==> src/rtl/data_mem_lsu.sv <==
// data_mem_lsu
//   Load/store unit sitting between the multi-cycle RV32I datapath and the
//   byte-lane data RAM. Takes one request per valid/ready handshake, screens it
//   for illegal func3, misalignment and out-of-range address, drives the RAM
//   for a single ACCESS cycle and returns the registered result through a held
//   valid/ready response. Faulting requests never reach the RAM.
//
// Ports
//   clk, rst_n                     clock (rising edge), async active-low reset
//   req_valid/req_ready            request handshake (ready only in IDLE)
//   req_we/addr/wdata/func3        request payload
//   rsp_valid/rsp_ready            response handshake
//   rsp_rdata/rsp_fault            extended load data / rejection flag
//   fault_cnt                      saturating count of rejected requests
//   ram_we/addr/wData/func3        RAM control, addr/data/func3 from the latch
//   ram_rData                      RAM combinational read data (pre-extended)
//
// state  | meaning
// IDLE   | waiting for a request, req_ready high
// ACCESS | one cycle driving the RAM, read data captured at its closing edge
// RESP   | response held until rsp_ready
module data_mem_lsu #(
  parameter logic [31:0] MEM_BYTES = 32'h40,
  parameter int unsigned FCNT_W    = 8
) (
  input  logic              clk,
  input  logic              rst_n,
  input  logic              req_valid,
  output logic              req_ready,
  input  logic              req_we,
  input  logic [31:0]       req_addr,
  input  logic [31:0]       req_wdata,
  input  logic [2:0]        req_func3,
  output logic              rsp_valid,
  input  logic              rsp_ready,
  output logic [31:0]       rsp_rdata,
  output logic              rsp_fault,
  output logic [FCNT_W-1:0] fault_cnt,
  output logic              ram_we,
  output logic [31:0]       ram_addr,
  output logic [31:0]       ram_wData,
  output logic [2:0]        ram_func3,
  input  logic [31:0]       ram_rData
);

  typedef enum logic [1:0] {
    IDLE   = 2'd0,
    ACCESS = 2'd1,
    RESP   = 2'd2
  } state_t;

  state_t              state_q, state_d;
  logic                we_q, we_d;
  logic [31:0]         addr_q, addr_d;
  logic [31:0]         wdata_q, wdata_d;
  logic [2:0]          func3_q, func3_d;
  logic                rsp_valid_q, rsp_valid_d;
  logic [31:0]         rsp_rdata_q, rsp_rdata_d;
  logic                rsp_fault_q, rsp_fault_d;
  logic [FCNT_W-1:0]   fault_cnt_q, fault_cnt_d;

  logic                req_fire;
  logic                bad_func3;
  logic                misaligned;
  logic                out_of_range;
  logic                req_fault;

  // Request screening works on the live request so the decision is made at the
  // accept edge and a rejected request goes straight to RESP.
  always_comb begin
    bad_func3 = 1'b0;
    if (req_we) begin
      bad_func3 = (req_func3 >= 3'b011);
    end else begin
      bad_func3 = (req_func3 == 3'b011) || (req_func3 == 3'b110) ||
                  (req_func3 == 3'b111);
    end
    // func3[1:0] encodes size for both loads and stores: 01 half, 10 word.
    misaligned   = ((req_func3[1:0] == 2'b01) && req_addr[0]) ||
                   ((req_func3[1:0] == 2'b10) && (req_addr[1:0] != 2'b00));
    out_of_range = (req_addr >= MEM_BYTES);
    req_fault    = bad_func3 || misaligned || out_of_range;
  end

  assign req_ready = (state_q == IDLE);
  assign req_fire  = req_valid && req_ready;

  always_comb begin
    state_d     = state_q;
    we_d        = we_q;
    addr_d      = addr_q;
    wdata_d     = wdata_q;
    func3_d     = func3_q;
    rsp_valid_d = rsp_valid_q;
    rsp_rdata_d = rsp_rdata_q;
    rsp_fault_d = rsp_fault_q;
    fault_cnt_d = fault_cnt_q;

    unique case (state_q)
      IDLE: begin
        if (req_fire) begin
          we_d    = req_we;
          addr_d  = req_addr;
          wdata_d = req_wdata;
          func3_d = req_func3;
          if (req_fault) begin
            state_d     = RESP;
            rsp_valid_d = 1'b1;
            rsp_rdata_d = '0;
            rsp_fault_d = 1'b1;
            if (fault_cnt_q != {FCNT_W{1'b1}}) begin
              fault_cnt_d = fault_cnt_q + {{(FCNT_W-1){1'b0}}, 1'b1};
            end
          end else begin
            state_d = ACCESS;
          end
        end
      end
      ACCESS: begin
        state_d     = RESP;
        rsp_valid_d = 1'b1;
        rsp_rdata_d = we_q ? 32'h0 : ram_rData;
        rsp_fault_d = 1'b0;
      end
      RESP: begin
        if (rsp_ready) begin
          state_d     = IDLE;
          rsp_valid_d = 1'b0;
        end
      end
      default: begin
        state_d     = IDLE;
        rsp_valid_d = 1'b0;
      end
    endcase
  end

  always_ff @(posedge clk or negedge rst_n) begin
    if (!rst_n) begin
      state_q     <= IDLE;
      we_q        <= 1'b0;
      addr_q      <= '0;
      wdata_q     <= '0;
      func3_q     <= '0;
      rsp_valid_q <= 1'b0;
      rsp_rdata_q <= '0;
      rsp_fault_q <= 1'b0;
      fault_cnt_q <= '0;
    end else begin
      state_q     <= state_d;
      we_q        <= we_d;
      addr_q      <= addr_d;
      wdata_q     <= wdata_d;
      func3_q     <= func3_d;
      rsp_valid_q <= rsp_valid_d;
      rsp_rdata_q <= rsp_rdata_d;
      rsp_fault_q <= rsp_fault_d;
      fault_cnt_q <= fault_cnt_d;
    end
  end

  // Write enable is decoded from state so a reset during ACCESS kills it at once.
  assign ram_we    = (state_q == ACCESS) && we_q;
  assign ram_addr  = addr_q;
  assign ram_wData = wdata_q;
  assign ram_func3 = func3_q;

  assign rsp_valid = rsp_valid_q;
  assign rsp_rdata = rsp_rdata_q;
  assign rsp_fault = rsp_fault_q;
  assign fault_cnt = fault_cnt_q;

endmodule
==> config.mk <==
export PLATFORM = sky130hd
export DESIGN_NAME = data_mem_lsu
export DESIGN_NICKNAME = d
export VERILOG_FILES = /design/src/rtl/data_mem_lsu.sv
export SDC_FILE = /design/constraint.sdc
export NUM_CORES = 1
export LEC_CHECK = 0
export ABC_AREA = 0
export CAP_MARGIN = 20
export CORE_ASPECT_RATIO = 2
export CORE_MARGIN = 3
export CORE_UTILIZATION = 35
export DETAILED_ROUTE_END_ITERATION = 6
export GPL_TIMING_DRIVEN = 0
export PLACE_DENSITY_LB_ADDON = 0.12
export SETUP_SLACK_MARGIN = 0.1
export SYNTH_ARGS = -nofsm -noshare
export SYNTH_HDL_FRONTEND = slang
export SYNTH_SLANG_ARGS = --single-unit
==> constraint.sdc <==
create_clock -name clk -period 3.14 [get_ports clk]
set_input_delay 0.314 -clock clk [delete_from_list [all_inputs] [get_ports clk]]
set_output_delay 0.314 -clock clk [all_outputs]
set_load 0.05 [all_outputs]
Word-level counts from Yosys, hierarchy flattened:

Cells that the tools add are included.

* add/subtract/negate cells: 1
* order comparisons: 2
* eq/ne operators: 11
* muxes and demuxes: 14
* reduce and logical (&&, ||, !) cells: 17

Operators with widths (count)
* $mux 32: 3
* $pmux 32 s2: 1
* $ge 32x7->1 const B: 1
* $add 8x1->8 const B: 1
* $ne 8x8->1 const B: 1
* $eq 3x3->1 const B: 2
* $mux 2: 3
* $pmux 2 s3: 1
* $reduce_and 3->1: 2
* $logic_or 1x1->1: 5
* $eq 2x1->1 const B: 2
* $eq 2x2->1 const B: 2
* $logic_and 1x1->1: 4
* $mux 1: 4
* $ne 2x1->1 const B: 2
* $reduce_and 2->1: 2
* $reduce_and 4->1: 1
* $reduce_bool 2->1: 2
* $eq 3x2->1 const B: 1
* $ge 3x2->1 const B: 1
* $pmux 1 s3: 1
* $logic_not 2->1: 1
* $ne 2x2->1 const B: 1
* $pmux 1 s2: 1

* register bits: 112
* input port bits: 104
* output and inout bits: 111
* word-level logic and storage cells: 54

Logic depth before layout (Yosys ltp):

* depth in word-level cells: 9
* depth in mapped cells: 6
* gate-level depth less buffers: 6

Worst setup path before layout:

Ideal clock, no wire load.

* path kind: register to register
* start: register fault_cnt_q[0], in the netlist fault_cnt[0]
* end: register fault_cnt_q[1], in the netlist fault_cnt[1]
* setup time: 128 ps
* arrival: 2022 ps
* required time: 3012 ps
* slack: 990 ps
* cell stages (with the launch flop): 7
* buffers on the path: 0
* clock period less this slack: 2150 ps
* cells stage by stage: dfrtp_1 > ha_1 > nand3_1 > or2_2 > o21ai_1 > nor2_1 > mux2_1

* longest elaborated chain between the ends: 2
* elaborated cells on any way between the ends: 3
* those cells by class: add/sub: 1; eq/ne: 1; reduce/logical: 1

RTL lines
* from (decl): line 60 `logic [FCNT_W-1:0] fault_cnt_q, fault_cnt_d;`
* from (signal assigned): line 158 `fault_cnt_q <= fault_cnt_d;`
* branches (longest 2 deep; another with $add 8x1->8)

Parallel ways; which one is timed is not known.
A chain may end at the register's enable or synchronous reset.

Final worst setup path:

* start: register state_q[0]
* end: output ram_we

* longest elaborated chain between the ends: 2

RTL lines
* from (decl): line 52 `state_t state_q, state_d;`
* from (signal assigned): line 150 `state_q <= state_d;`
* $eq 2x1->1: line 163 `assign ram_we = (state_q == ACCESS) && we_q;`
* $logic_and 1x1->1: line 163
* to (decl): line 39 `output logic ram_we,`

No other way between the ends.

==> run metrics <==
routed len/inst around 18 um; Detail Placement HPWL slightly above 9 mm; routed wl met3 598 um; CTS sink count around 110; sequential cell fraction of total power a little under two fifths; Switching Power 1.86 mW; via/cell ratio 4.90; I/O Pins 215; initial core utilization 36.3%; Static Leak approximately 2.9 nW; placed inst area between 6000 and 7000 um2; Area contributors post-synth dfrtp_1, mux2_2, a22o_1, xor2_1, nor4_1; average cell area after synthesis roughly 15 um2; RSZ-0062 raised after global routing no; vias in the first global route between 3k and 4k; crit end category output port; Synth top area share 65.3%; routed metal-1 wirelength 4.38 mm; first-pass GRT wire length 18.8 mm; Max Clk Rate about 430 MHz; YS warnings 0; WL final approximately 12 mm; initial antenna violation count 0; gr ovfl total 0; Final setup viols 0; Final Hold Viols 0; layout cells sized above 1 18.9%; Seq/Total Area, Yosys roughly two thirds; Final Max Slew Viols 0; Area Overhead vs Synth 62.2%; Mapped Area approximately 4300 um2; Rows 56; Net Count, Synth roughly 390; CP Class reg2out; peak supply drop 0.445 mV; worst min-delay path category reg2reg; Post-synth top cells dfrtp_1, mux2_2, a22o_1, nand2_1, xor2_1; Worst EP required about 2.8 ns; post-route cell area about 7000 um2; reg2reg path depth 5; DRC errors left 0; maxcap violations 0; port buffer count around 210; Synth area leader dfrtp_1; cell count after synthesis 282; die area 13,700 um2; vias roughly 3.2k; wire length on met2 about 6.7 mm; RePlAce Congestion between 0.8 and 0.9; number of synthesized flops with an enable pin 0; Unique masters post-synth 31; worst-margin pin slew approximately 0.59 ns; hold depth 1; reg-to-reg critical path endpoint ram_addr[19]$_DFFE_PN0P_; clk root buf clkbuf_16; status completed; WHS Endpoint fault_cnt[3]$_DFFE_PN0P_; Synth Flop Type dfrtp_1; Final Util between 50% and 60%; Die Wd approximately 84 um; total track usage between 15 and 20%; Post-layout nets ~610; Max Used Layer met4; critical path launch point type flip-flop; setup slack after layout 0.819 ns; largest net degree at the start of global routing between 60 and 70; Logic pwr share about two fifths; min cycle time layout approximately 2.3 ns; Final period util approximately three quarters; clock transition at the registers of the reported paths roughly 0.07 ns; clk_lat worst skew ~0.35 ns; clk buf depth 2; FFs w/ async S/R, synth between 90% and 100%; skew final roughly 0.0095 ns; Sw Share between 30% and 40%; most common cell in the netlist dfrtp_1; Core Region between 10,000 and 15,000 um2; CP arrival 2.01 ns; Int Pwr 3.05 mW; Die Ht between 150 and 200 um; HP Start fault_cnt[3]$_DFFE_PN0P_; First-pass DRT Iterations 4; H-tree depth 3; Relative slew margins 60.1%; initial DRC count 69; pwr/cell area between 700 and 800 nW/um2; CTS tree built; setup slack at placement ~0.6 ns; DRT antenna net count 0; # diodes 0; worst reg2reg startpoint state_q[1]$_DFFE_PN0P_; FF-to-FF setup slack approximately 1.1 ns; Synth Register Bits around 110; Clock Power Share between 20 and 25%; CTS Buf Count 9; CP Max Fanout 6
==> cells by family after synthesis <==
kind of cell | share of synthesized area, %
adder cells (fa/ha/maj) | 0.291
XOR/XNOR | 1.43
multiplexers | 18.1
AND/OR/NAND/NOR | 5.54
buffers and inverters | 1.81
flip-flops | 65.3
AO/OA/AOI/OAI | 7.58
==> power groups by stage <==
| stage | sequential [mW] | clock (mW) | combinational (mW) |
|---|---|---|---|
| 6_report | 1.83 | 1.19 | 1.89 |
| 5_1_grt | 1.86 | 1.28 | 1.97 |
| 4_1_cts | 1.83 | 1.22 | 1.92 |
| 3_5_place_dp | 1.86 | 0 | 1.91 |
| 3_3_place_gp | 1.85 | 0 | 1.89 |
| 2_1_floorplan | 2.68 | 0 | 0.325 |
==> per-stage QoR <==
| step | power (mW) | instances | setup TNS, ns | hold WS, ns |
|---|---|---|---|---|
| floorplan | 3.00 | 282 | 0 | 0.0184 |
| global placement | 3.74 | 641 | -283.00 | 0.482 |
| detailed placement | 3.77 | 642 | 0 | 0.368 |
| CTS | 4.97 | 659 | 0 | 0.498 |
| global route | 5.12 | 659 | 0 | 0.514 |
| finish | 4.91 | 659 | 0 | 0.494 |
==> worst max path at each step <==
| stage | depth (start not counted) | slack [ns] | endpoint | startpoint |
|---|---|---|---|---|
| 2_1_floorplan | 6 | 0.99 | fault_cnt[1]$_DFFE_PN0P_ | fault_cnt[0]$_DFFE_PN0P_ |
| 3_3_place_gp | 1 | -2.54 | rsp_rdata[9]$_DFFE_PN0P_ | rst_n |
| 3_5_place_dp | 6 | 0.60 | fault_cnt[1]$_DFFE_PN0P_ | req_addr[30] |
| 4_1_cts | 3 | 0.80 | ram_we | state_q[0]$_DFFE_PN0P_ |
| 5_1_grt | 3 | 0.71 | ram_we | state_q[0]$_DFFE_PN0P_ |
| 6_report | 3 | 0.82 | ram_we | state_q[0]$_DFFE_PN0P_ |
==> worst max-delay path: stages (launching register included) <==
cell             delay (ns)
dfrtp_1                0.42
nor2b_1                0.26
and2_1                 0.16
clkdlybuf4s50_1        0.82
==> cells in the final DEF (no fill, tap or decap), types with 2 or more instances in the layout <==
master / count
clkbuf_1: 3
a22o_1: 32
clkinv_4: 2
buf_6: 3
o21ai_0: 3
or2_2: 2
and2_1: 2
clkdlybuf4s50_1: 213
mux2_2: 68
nor2_1: 6
nor4_1: 6
buf_1: 5
clkbuf_16: 9
nand2b_1: 2
nand2_1: 7
nor3_1: 3
a21oi_1: 2
xor2_1: 7
nor4b_1: 2
nand3_1: 3
inv_8: 2
buf_2: 2
dfrtp_1: 112
==> area by class of cell <==
cell class,instances,area (um2)
multi-input combinational,156,1410
tap,145,181
fill,976,4880
clock inverter,7,86.3
timing repair buffer,216,2180
buffer,13,73.8
sequential,112,2800
inverter,1,3.75
clock buffer,9,225
==> sequential cells by signal (all words and copies together), names as in the netlist <==
register   count
fault_cnt      8
ram_addr      32
ram_func3      3
ram_wData     32
rsp_fault      1
rsp_rdata     32
rsp_valid      1
state_q        2
we_q           1
==> repair_timing <==
item / 4_1_cts / 5_1_grt
buffers inserted: 0 / 0
endpoints found under the setup margin: 0 / 0
hold buffers: 1 / 0
gates resized for setup: 0 / 0
hold endpoints to repair: 31 / 0
==> metal layers <==
layer / vias up / GRT usage [%]
li1: 1472 / -
met1: 1616 / 19.0
met2: 120 / 32.5
met3: 20 / 3.85
met4: 0 / 7.39
met5: - / 0
Note: power is estimated with default switching activity, not from simulation.
